`config.mk`:
```
export PLATFORM = sky130hd
export DESIGN_NAME = add_share_arb
export DESIGN_NICKNAME = d
export VERILOG_FILES = /design/src/rtl/add_share_arb.sv
export SDC_FILE = /design/constraint.sdc
export NUM_CORES = 1
export LEC_CHECK = 0
export ABC_AREA = 1
export BUFFER_PORTS_ARGS = -buffer_cell sky130_fd_sc_hd__buf_4
export CAP_MARGIN = 20
export CORE_MARGIN = 3
export CORE_UTILIZATION = 49
export CTS_CLUSTER_SIZE = 20
export DETAILED_ROUTE_END_ITERATION = 10
export PLACE_DENSITY_LB_ADDON = 0.08
export SYNTH_ARGS = -nofsm -noshare
export SYNTH_HDL_FRONTEND = slang
export SYNTH_SLANG_ARGS = --single-unit
```
`constraint.sdc`:
```
create_clock -name clk -period 3.18 [get_ports clk]
set_input_delay 0.318 -clock clk [delete_from_list [all_inputs] [get_ports clk]]
set_output_delay 0.318 -clock clk [all_outputs]
set_load 0.02 [all_outputs]
```
`src/rtl/add_share_arb.sv`:
```
// add_share_arb: round-robin scheduler sharing one registered adder between
// NREQ requesters. The granted requester's operands are summed (carry kept)
// into a one-entry response register tagged with the requester id.
//
// Optional feature macro: ADD_SHARE_ARB_STATS_EN adds per-requester 16-bit
// saturating grant counters readable through stat_sel/stat_cnt.
//
// Ports:
//   clk        clock, all state on rising edge
//   rst_n      asynchronous active-low reset
//   stat_sel   counter select (stats build only)
//   stat_cnt   selected grant count, combinational (stats build only)
//   req_valid  per-requester operand valid
//   req_x      packed x operands, requester i at [i*WIDTH +: WIDTH]
//   req_y      packed y operands, same packing
//   req_ready  one-hot or zero grant, combinational
//   rsp_valid  response register holds a result
//   rsp_id     requester index of the held result
//   rsp_sum    x + y with carry
//   rsp_ready  consumer accepts the result
module add_share_arb #(
    parameter int unsigned NREQ  = 4,
    parameter int unsigned WIDTH = 8,
    localparam int unsigned IDW  = (NREQ > 1) ? $clog2(NREQ) : 1
) (
    input  logic                  clk,
    input  logic                  rst_n,
`ifdef ADD_SHARE_ARB_STATS_EN
    input  logic [IDW-1:0]        stat_sel,
    output logic [15:0]           stat_cnt,
`endif
    input  logic [NREQ-1:0]       req_valid,
    input  logic [NREQ*WIDTH-1:0] req_x,
    input  logic [NREQ*WIDTH-1:0] req_y,
    output logic [NREQ-1:0]       req_ready,
    output logic                  rsp_valid,
    output logic [IDW-1:0]        rsp_id,
    output logic [WIDTH:0]        rsp_sum,
    input  logic                  rsp_ready
);

    logic [IDW-1:0] ptr_q, ptr_d;
    logic           rsp_valid_q;
    logic [IDW-1:0] rsp_id_q;
    logic [WIDTH:0] rsp_sum_q;

    logic           slot_free;
    logic           found;
    logic [IDW-1:0] gnt_id;
    logic [WIDTH:0] sum_d;

    assign slot_free = !rsp_valid_q || rsp_ready;

    // Search upward from ptr, wrapping, for the first valid requester.
    always_comb begin
        int unsigned idx;
        found  = 1'b0;
        gnt_id = '0;
        idx    = 0;
        if (slot_free) begin
            for (int unsigned k = 0; k < NREQ; k++) begin
                idx = (32'(ptr_q) + k) % NREQ;
                if (!found && req_valid[idx]) begin
                    found  = 1'b1;
                    gnt_id = IDW'(idx);
                end
            end
        end
    end

    always_comb begin
        req_ready = '0;
        if (found) begin
            req_ready[gnt_id] = 1'b1;
        end
    end

    // Just-served requester drops to lowest priority.
    always_comb begin
        if (32'(gnt_id) + 1 >= NREQ) begin
            ptr_d = '0;
        end else begin
            ptr_d = gnt_id + IDW'(1);
        end
    end

    assign sum_d = {1'b0, req_x[32'(gnt_id)*WIDTH +: WIDTH]}
                 + {1'b0, req_y[32'(gnt_id)*WIDTH +: WIDTH]};

    always_ff @(posedge clk or negedge rst_n) begin
        if (!rst_n) begin
            ptr_q       <= '0;
            rsp_valid_q <= 1'b0;
            rsp_id_q    <= '0;
            rsp_sum_q   <= '0;
        end else begin
            if (found) begin
                // New result overwrites a retiring one with no bubble.
                ptr_q       <= ptr_d;
                rsp_valid_q <= 1'b1;
                rsp_id_q    <= gnt_id;
                rsp_sum_q   <= sum_d;
            end else if (rsp_ready) begin
                rsp_valid_q <= 1'b0;
            end
        end
    end

    assign rsp_valid = rsp_valid_q;
    assign rsp_id    = rsp_id_q;
    assign rsp_sum   = rsp_sum_q;

`ifdef ADD_SHARE_ARB_STATS_EN
    logic [15:0] cnt_q [NREQ];

    always_ff @(posedge clk or negedge rst_n) begin
        if (!rst_n) begin
            for (int unsigned i = 0; i < NREQ; i++) begin
                cnt_q[i] <= '0;
            end
        end else if (found && cnt_q[gnt_id] != 16'hFFFF) begin
            cnt_q[gnt_id] <= cnt_q[gnt_id] + 16'd1;
        end
    end

    always_comb begin
        stat_cnt = '0;
        if (32'(stat_sel) < NREQ) begin
            stat_cnt = cnt_q[stat_sel];
        end
    end
`endif

endmodule

```
==> flow_metrics.py, run 1 <==
metrics = {
    "clock_network": {
        "clockRootBuffer": "clkbuf_8",
        "clk_path_buf_depth": 2,
        "clk_pin_slew_ns": 0.05,
        "clock_latency_ns": 0.24,
        "cts_tree": "yes",
        "cts_buffers": 3,
        "cts.sinks": 14,
        "h-tree-depth": 1,
    },
    "job": {
        "drv_cap": 0,
    },
    "logic_synthesis": {
        "netlist.area_leader.share_pct": 20.1,
        "ys_seq_elements": 14,
        "yosysSeqAreaShare_pct": 16.9,
        "avgSynthCellArea_um2": 5.79,
        "synth_cells": 358,
        "synth_nets": 442,
        "yosysUniqueCellTypes": 27,
        "synthTopCellsByArea": "nand2_1 (20%), nand3_1 (18%), dfrtp_1 (17%), inv_1 (14%), ha_1 (7.2%)",
        "yosysWarnings": 0,
        "syn_area_um2": 2070,
        "yosysTopAreaCell": "nand2_1",
    },
    "floorplanning": {
        "fp-row-count": 23,
        "die_w_um": 71.1,
        "core_region_area_um2": 4030,
        "die_h_um": 71.1,
        "boundaryPins": 87,
        "start_util_pct": 51.5,
        "die_area_um2": 5050,
    },
    "grt": {
        "grt_max_degree": 24,
        "first_global_vias": 2155,
        "grt.overflow.total": 0,
        "grtUsageTotal_pct": 20.6,
        "antenna_found_initial": 0,
        "grt_pass1_wl_mm": 8.92,
    },
    "detailed_routing": {
        "drt_first_iter_violations": 134,
        "drc": 0,
        "wl_per_cell_um": 10.8,
        "num_vias": 2417,
        "wl_mm": 5.44,
        "dr.pass1.iters": 4,
        "viasPerCell": 4.79,
        "ant_nets": 0,
    },
    "final_layout": {
        "nets": 540,
        "antennaDiodeCount": 0,
        "mostFrequentLayoutCells": "nand2_1 (108), buf_4 (103), inv_1 (79)",
        "layout_commonest_cell": "nand2_1",
        "area_growth_pct": 42.2,
        "fillers": 363,
        "final_area_um2": 2950,
        "layout-drive-gt1-share_pct": 31.6,
    },
    "timing": {
        "relSlewSlack_pct": 83.4,
        "final-max-slew-violation-count": 0,
        "setup_violations": 0,
        "period_minus_slack_ns": 2.98,
        "hold_viol_final": 0,
        "max_freq_mhz": 336,
        "skew_ns": 0.00238,
        "period_share_pct": 93.7,
        "worst_pin_slew_ns": 0.248,
    },
    "critical_path": {
        "critPathTopFamily": "simple AND/OR/NAND/NOR gates",
        "cpMostUsedCell": "nand2_1",
        "worst_ep_arrival_time_ns": 3.10,
        "reg2reg_slack_ns": 0.20,
        "worstPathRequired_ns": 3.30,
        "crit_path_top_delay_cell": "dfrtp_2",
        "path_max_fanout": 11,
        "cp-end-kind": "register",
        "worst-path-buf-inv": 2,
        "critical_path.max_stage_delay_ns": 0.41,
        "startpoint_type": "register",
        "path_class": "reg2reg",
        "path_cells": "buf_4, nand2_1, nand3_1, nand2_2, nor2_4, nand2_2, nor2_4, nor2_4, nor2_8, buf_8, nand3_1, nand2_1, ha_4, a21oi_2, nand2_1, nand2_1, nand2_1, a21oi_2, xor2_1, o21ai_0",
    },
    "place": {
        "gp_routability_congestion": 0.879,
        "io_buffers": 86,
        "dpl_cell_area_um2": 2740,
        "hpwlAfterDp_mm": 4.25,
    },
    "worst_hold_path": {
        "hold_class": "in2reg",
    },
    "run_status": {
        "status": "complete, no violations",
    },
}
repair_timing:
item | 4_1_cts | 5_1_grt
hold buffers | 1 | 0
setup endpoints to repair | 0 | 6
endpoints found under the hold margin | 14 | 0
gates resized for setup | 0 | 19
setup buffers | 0 | 10
cell type report:
class,count,area (µm²),share of cell area (%)
flip-flops and latches,14,352,11.9
well taps,50,62.6,2.12
repair buffers,107,825,27.9
inverters,85,327,11.1
multi-input cells,245,1330,45.1
clock buffers,4,55.1,1.87
cell families after synthesis:
| kind of cell | synth area share, % |
|---|---|
| AO/OA/AOI/OAI | 4.77 |
| XOR/XNOR | 2.53 |
| adder cells (fa/ha/maj) | 8.20 |
| buffers and inverters | 21.4 |
| flip-flops | 16.9 |
| AND/OR/NAND/NOR | 46.2 |
worst register-to-register path: stages, from the launching register on:
cell     delay, ns
dfrtp_2       0.41
buf_4         0.15
nand2_1       0.07
nand3_1       0.14
nand2_2       0.10
nor2_4        0.16
nand2_2       0.09
nor2_4        0.17
nor2_4        0.08
nor2_8        0.16
buf_8         0.15
nand3_1       0.08
nand2_1       0.12
ha_4          0.23
a21oi_2       0.15
nand2_1       0.12
nand2_1       0.08
nand2_1       0.06
a21oi_2       0.13
xor2_1        0.14
o21ai_0       0.08
layer usage:
layer / vias to the layer above / global-route usage, % / share of wire (%)
met5: - / 0 / 0
met4: 0 / 4.38 / 0.48
met3: 4 / 2.13 / 6.4
met2: 87 / 33.3 / 47
met1: 1043 / 29.9 / 46
li1: 1283 / - / -
registers in the layout, summed over array words and instances, names as in the netlist:
signal / flops
ptr_q: 2
rsp_id: 2
rsp_sum: 9
rsp_valid: 1
metrics by stage:
| stage | util (%) | instances | setup WS, ns | hold slack (ns) | TNS (ns) |
|---|---|---|---|---|---|
| after global routing | 73.2 | 505 | -0.0603 | 0.477 | -0.158 |
| final | 73.2 | 505 | 0.200 | 0.449 | 0 |
| after floorplan | - | 358 | 0.261 | 0.0224 | 0 |
| after global placement | 68.0 | 489 | 0.162 | 0.172 | 0 |
| after CTS | 69.6 | 494 | 0.0444 | 0.430 | 0 |
| after detailed placement | 68.0 | 489 | 0.0613 | 0.173 | 0 |
path summary, 6_finish.rpt:
kind                                            start                endpoint  cells past startpoint
worst min-delay path                        rsp_ready   rsp_valid$_DFFE_PN0P_                      4
worst min register to register  rsp_id[0]$_DFFE_PN0P_   rsp_id[0]$_DFFE_PN0P_                      2
max in group asynchronous                       rst_n    ptr_q[0]$_DFFE_PN0P_                      2
worst max register to register   ptr_q[0]$_DFFE_PN0P_  rsp_sum[6]$_DFFE_PN0P_                     20
worst max-delay path             ptr_q[0]$_DFFE_PN0P_  rsp_sum[6]$_DFFE_PN0P_                     20
min in group asynchronous                       rst_n   rsp_valid$_DFFE_PN0P_                      2
Yosys cell counts:
master	count
nand4_1	2
clkbuf_1	1
o21ai_4	1
inv_2	5
inv_6	1
o21ai_0	6
ha_1	12
nor2_8	1
nor2_1	4
xnor2_1	4
a21oi_1	8
buf_6	7
o211ai_1	1
buf_2	6
nand3_2	1
inv_1	79
nor2_2	2
nand2_4	1
dfrtp_1	14
fa_1	1
nand2_2	9
buf_4	1
o21ai_1	1
nor2_4	3
nand3_1	74
nand2_1	111
xor2_1	2
Power of run 1 is not shown: default switching activity piles up to over one toggle a cycle in this logic, so the estimate is an artifact.
==> run 2, diff against run 1 <==
--- a/config.mk
+++ b/config.mk
@@ -8,10 +8,13 @@
 export ABC_AREA = 1
 export BUFFER_PORTS_ARGS = -buffer_cell sky130_fd_sc_hd__buf_4
 export CAP_MARGIN = 20
+export CELL_PAD_IN_SITES_DETAIL_PLACEMENT = 0
+export CELL_PAD_IN_SITES_GLOBAL_PLACEMENT = 2
 export CORE_MARGIN = 3
-export CORE_UTILIZATION = 49
+export CORE_UTILIZATION = 23
 export CTS_CLUSTER_SIZE = 20
 export DETAILED_ROUTE_END_ITERATION = 10
+export GPL_TIMING_DRIVEN = 0
 export PLACE_DENSITY_LB_ADDON = 0.08
 export SYNTH_ARGS = -nofsm -noshare
 export SYNTH_HDL_FRONTEND = slang
==> run 2 against run 1 <==
  * Cell count increased by 15%
  * Clock skew barely moved
  * Non-clock buffer count increased by 17
  * Critical endpoint unchanged
  * Clock-buffer cell count decreased by 1
  * Wire length up 23%
  * Setup slack lost 0.042 ns
  * Via count down 0.46%
  * Maximum frequency is 1.4% lower
  * First-iteration DRC count shrank 70%
  * Design area is 13% higher
  * Register-to-register slack worse by 0.04 ns
==> flow_metrics.py, run 2 (synthesized netlist as in run 1, its figures left out) <==
metrics = {
    "run_status": {
        "status": "complete, no violations",
    },
    "critical_path": {
        "crit_end": "rsp_sum[6]$_DFFE_PN0P_",
        "startpoint_type": "register",
        "reg2reg_slack_ns": 0.16,
        "cpMostUsedCell": "nand2_2",
        "r2r-start": "ptr_q[0]$_DFFE_PN0P_",
        "crit_path_top_delay_cell": "fa_2",
        "path_cells": "buf_6, clkinv_8, nand2_4, nand2_4, nand2_2, nand2_2, nor2_4, nand3_2, nand2_4, inv_4, nand2_4, buf_8, nand2_2, nand3_2, nand2_2, ha_4, fa_2, nand3_2, nand2_2, nand2_1, nand2_1, a21oi_2, xor2_1, o21ai_1",
        "r2r_cells": 24,
        "r2r-end": "rsp_sum[6]$_DFFE_PN0P_",
        "worstPathRequired_ns": 3.31,
        "path_class": "reg2reg",
        "cp-end-kind": "register",
        "worst_ep_arrival_time_ns": 3.15,
        "path_max_fanout": 8,
        "crit_start": "ptr_q[0]$_DFFE_PN0P_",
        "critical_path.max_stage_delay_ns": 0.41,
    },
    "clock_network": {
        "cts_tree": "yes",
        "clk_pin_slew_ns": 0.06,
        "clk_path_buf_depth": 2,
        "clockRootBuffer": "clkbuf_8",
        "cts_buffers": 3,
        "h-tree-depth": 1,
        "cts.sinks": 14,
        "clock_latency_ns": 0.24,
    },
    "final_layout": {
        "nets": 557,
        "post-route-util_pct": 38.2,
        "layout-drive-gt1-share_pct": 39.5,
        "mostFrequentLayoutCells": "buf_4 (106), nand2_1 (94), inv_1 (78)",
        "stdcell_count": 579,
        "layout_commonest_cell": "buf_4",
        "largest_reg_flops": 9,
        "antennaDiodeCount": 0,
        "area_growth_pct": 60.7,
    },
    "floorplanning": {
        "boundaryPins": 87,
        "fp-row-count": 34,
        "start_util_pct": 23.8,
        "die_w_um": 101,
        "die_h_um": 101,
        "core_region_area_um2": 8720,
        "die_area_um2": 10200,
    },
    "grt": {
        "use_met2_pct": 20.3,
        "grt_busiest_layer": "met2",
        "grtUsageTotal_pct": 12.8,
        "first_global_vias": 2289,
        "grt_pass1_wl_mm": 10.8,
        "grt.overflow.total": 0,
        "grt_max_degree": 15,
        "grt_use_met1_pct": 19.1,
        "use_met3_pct": 1.18,
        "antenna_found_initial": 0,
    },
    "job": {
        "drv_cap": 0,
    },
    "detailed_routing": {
        "viasPerCell": 4.16,
        "drc": 0,
        "ant_nets": 0,
        "drt_first_iter_violations": 40,
        "num_vias": 2406,
        "dr.pass1.iters": 4,
        "wl_per_cell_um": 11.6,
        "wl_mm": 6.72,
    },
    "place": {
        "io_buffers": 86,
        "placed_cells": 552,
        "gp_routability_congestion": 0.826,
        "hpwlAfterDp_mm": 5.40,
    },
    "timing": {
        "hold_viol_final": 0,
        "final-max-slew-violation-count": 0,
        "skew_ns": 0.00201,
        "rsz0062_at_grt": "true",
        "max_freq_mhz": 331,
        "relSlewSlack_pct": 74.7,
        "worst_pin_slew_ns": 0.380,
        "period_share_pct": 95.0,
        "setup_violations": 0,
        "period_minus_slack_ns": 3.02,
    },
    "worst_hold_path": {
        "hold_class": "in2reg",
    },
}
## run 2: repair_timing
action / 4_1_cts / 5_1_grt
pin swaps: 1 / 21
endpoints found under the setup margin: 3 / 5
resized for setup: 11 / 57
hold buffers: 1 / 0
endpoints found under the hold margin: 14 / 0
cloned: 0 / 2
setup buffers: 5 / 16
## run 2: cell type report
cell class,count,area (µm²)
multi-input cells,244,1450
fillers,975,5390
inverters,85,337
repair buffers,109,831
well taps,108,135
repair inverters,1,8.76
flip-flops and latches,14,352
clock buffers,3,41.3
plain buffers,15,178
## run 2: worst max-delay path, delay by kind of cell (launching register included)
family,cells,cell delay [ns]
AND/OR/NAND/NOR,15,1.13
AO/OA/AOI/OAI,2,0.23
flip-flops,1,0.37
XOR/XNOR,1,0.18
adder cells (fa/ha/maj),2,0.58
buffers and inverters,4,0.42
## run 2: through the flow
step | cell area, µm² | setup TNS, ns | worst slack, ns | hold slack [ns]
6_report | 3330 | 0 | 0.158 | 0.447
5_1_grt | 3330 | -0.0665 | -0.0614 | 0.482
4_1_cts | 2990 | 0 | 0.00455 | 0.455
3_5_place_dp | 2860 | -0.276 | -0.254 | 0.181
3_3_place_gp | 2860 | -0.265 | -0.260 | 0.178
2_1_floorplan | 2070 | 0 | 0.261 | 0.0224
## run 2: worst min-delay path by stage
stage,from,endpoint,slack (ns),depth (start not counted)
2_1_floorplan,rst_n,ptr_q[0]$_DFFE_PN0P_,0.02,0
3_3_place_gp,rst_n,rsp_valid$_DFFE_PN0P_,0.18,1
3_5_place_dp,rst_n,rsp_sum[2]$_DFFE_PN0P_,0.18,1
4_1_cts,rsp_ready,rsp_valid$_DFFE_PN0P_,0.45,4
5_1_grt,rst_n,rsp_sum[3]$_DFFE_PN0P_,0.48,2
6_report,rsp_ready,rsp_valid$_DFFE_PN0P_,0.45,4
## run 2: metal layers
metal	part of all wire, %	vias up
met4	0.60	0
met2	43	54
met3	4.3	5
met1	52	1031
li1	-	1316
met5	0	-
Power of run 2 is left out for the same reason.
==> run 3, diff against run 2 <==
--- a/config.mk
+++ b/config.mk
@@ -8,10 +8,10 @@
 export ABC_AREA = 1
 export BUFFER_PORTS_ARGS = -buffer_cell sky130_fd_sc_hd__buf_4
 export CAP_MARGIN = 20
-export CELL_PAD_IN_SITES_DETAIL_PLACEMENT = 0
-export CELL_PAD_IN_SITES_GLOBAL_PLACEMENT = 2
+export CELL_PAD_IN_SITES_DETAIL_PLACEMENT = 1
+export CELL_PAD_IN_SITES_GLOBAL_PLACEMENT = 1
 export CORE_MARGIN = 3
-export CORE_UTILIZATION = 23
+export CORE_UTILIZATION = 32
 export CTS_CLUSTER_SIZE = 20
 export DETAILED_ROUTE_END_ITERATION = 10
 export GPL_TIMING_DRIVEN = 0
==> run 3 against run 2 <==
  * Critical path depth is 1 lower
  * Clock-buffer cell count is 1 higher
  * Clock skew is 0.0013 ns higher
  * Die area is 27% lower
  * First-iteration DRC count is 110% higher
  * Maximum frequency is 0.75% lower
==> flow_metrics.py, run 3 (synthesized netlist as in run 1, its figures left out) <==
metrics = {
    "critical_path": {
        "startpoint_type": "register",
        "worst_ep_arrival_time_ns": 3.17,
        "r2r-end": "rsp_sum[6]$_DFFE_PN0P_",
        "r2r_cells": 23,
        "r2r-start": "ptr_q[0]$_DFFE_PN0P_",
        "crit_start": "ptr_q[0]$_DFFE_PN0P_",
        "path_cells": "buf_6, inv_8, nand2_1, nand3_1, nand2_2, inv_1, nand3_2, nand2_4, inv_4, buf_8, buf_8, nand3_1, nand3_1, nand2_1, ha_2, fa_2, nand3_1, nand2_2, nand2_1, nand2_1, a21oi_2, xor2_1, o21ai_0",
        "path_max_fanout": 10,
        "crit_path_top_delay_cell": "fa_2",
        "worstPathRequired_ns": 3.30,
        "crit_end": "rsp_sum[6]$_DFFE_PN0P_",
        "path_class": "reg2reg",
        "critical_path.max_stage_delay_ns": 0.35,
        "reg2reg_slack_ns": 0.14,
        "cp-end-kind": "register",
    },
    "final_layout": {
        "area_growth_pct": 52.8,
        "nets": 552,
        "layout-drive-gt1-share_pct": 34.9,
        "mostFrequentLayoutCells": "nand2_1 (104), buf_4 (103), inv_1 (79)",
        "antennaDiodeCount": 0,
        "final_area_um2": 3170,
        "largest_reg_flops": 9,
        "layout_commonest_cell": "nand2_1",
        "post-route-util_pct": 52.0,
    },
    "clock_network": {
        "clockRootBuffer": "clkbuf_8",
        "cts.sinks": 14,
        "clk_pin_slew_ns": 0.06,
        "h-tree-depth": 1,
        "clock_latency_ns": 0.24,
        "cts_tree": "yes",
        "cts_buffers": 3,
        "clk_path_buf_depth": 2,
    },
    "worst_hold_path": {
        "hold_class": "in2async",
    },
    "detailed_routing": {
        "wl_per_cell_um": 12.8,
        "ant_nets": 0,
        "drc": 0,
        "viasPerCell": 4.62,
        "wl_mm": 6.92,
        "dr.pass1.iters": 4,
        "num_vias": 2505,
        "drt_first_iter_violations": 83,
    },
    "run_status": {
        "status": "complete, no violations",
    },
    "floorplanning": {
        "die_h_um": 86.5,
        "start_util_pct": 34.0,
        "die_area_um2": 7480,
        "boundaryPins": 87,
        "fp-row-count": 28,
        "die_w_um": 86.5,
        "core_region_area_um2": 6100,
    },
    "grt": {
        "use_met3_pct": 1.43,
        "grt_busiest_layer": "met2",
        "grt_pass1_wl_mm": 10.9,
        "grt_use_met1_pct": 24.4,
        "grt.overflow.total": 0,
        "antenna_found_initial": 0,
        "grt_max_degree": 15,
        "grtUsageTotal_pct": 17.6,
        "first_global_vias": 2447,
        "use_met2_pct": 30.5,
    },
    "timing": {
        "skew_ns": 0.00332,
        "hold_viol_final": 0,
        "rsz0062_at_grt": "true",
        "final-max-slew-violation-count": 0,
        "period_share_pct": 95.8,
        "setup_violations": 0,
        "period_minus_slack_ns": 3.04,
        "final.setup.tns_ns": 0,
        "max_freq_mhz": 328,
        "relSlewSlack_pct": 74.3,
        "worst_pin_slew_ns": 0.385,
    },
    "place": {
        "io_buffers": 86,
        "hpwlAfterDp_mm": 5.32,
        "dpl_cell_area_um2": 2810,
        "gp_routability_congestion": 0.784,
    },
    "job": {
        "drv_cap": 0,
    },
}
## run 3: worst min-delay path by stage
stage | start | end | slack, ns | cells past startpoint
after detailed placement | rst_n | rsp_valid$_DFFE_PN0P_ | 0.18 | 1
after floorplan | rst_n | ptr_q[0]$_DFFE_PN0P_ | 0.02 | 0
after global routing | rst_n | rsp_valid$_DFFE_PN0P_ | 0.48 | 2
after global placement | rst_n | rsp_sum[1]$_DFFE_PN0P_ | 0.17 | 1
final | rst_n | rsp_valid$_DFFE_PN0P_ | 0.46 | 2
after CTS | rst_n | rsp_valid$_DFFE_PN0P_ | 0.46 | 2
## run 3: per-layer routing
layer	part of all wire [%]	up-vias
li1	-	1305
met1	46	1139
met2	49	57
met3	4.8	4
met4	0.42	0
met5	0	-
## run 3: cell type report
cell class	count	area [µm²]
multi-input cells	244	1360
fillers	860	2930
inverters	85	332
repair buffers	105	803
plain buffers	15	174
well taps	75	93.8
clock buffers	4	55.1
flip-flops and latches	14	352
## run 3: critical path: cells and delay by family, from the launching register on
| family | cells | cell delay, ns |
|---|---|---|
| buffers and inverters | 6 | 0.60 |
| DFF | 1 | 0.34 |
| AOI/OAI and AO/OA | 2 | 0.20 |
| adders and majority gates | 2 | 0.54 |
| and+or+nand+nor | 12 | 1.04 |
| xor gates and xnor gates | 1 | 0.17 |
## run 3: timing repair
| action | CTS | global route |
|---|---|---|
| cloned | 0 | 0 |
| hold endpoints to repair | 14 | 0 |
| setup endpoints to repair | 3 | 5 |
| buffers inserted | 10 | 8 |
| pin swaps | 2 | 6 |
| hold buffers | 1 | 0 |
| resized for setup | 13 | 29 |
## run 3: per-stage QoR
stage | worst slack [ns] | std cells | hold WS [ns]
5_1_grt | -0.106 | 542 | 0.476
3_5_place_dp | -0.230 | 519 | 0.176
3_3_place_gp | -0.175 | 519 | 0.174
2_1_floorplan | 0.261 | 358 | 0.0224
6_report | 0.135 | 542 | 0.457
4_1_cts | 0.00118 | 534 | 0.461
Power of run 3 is left out for the same reason.
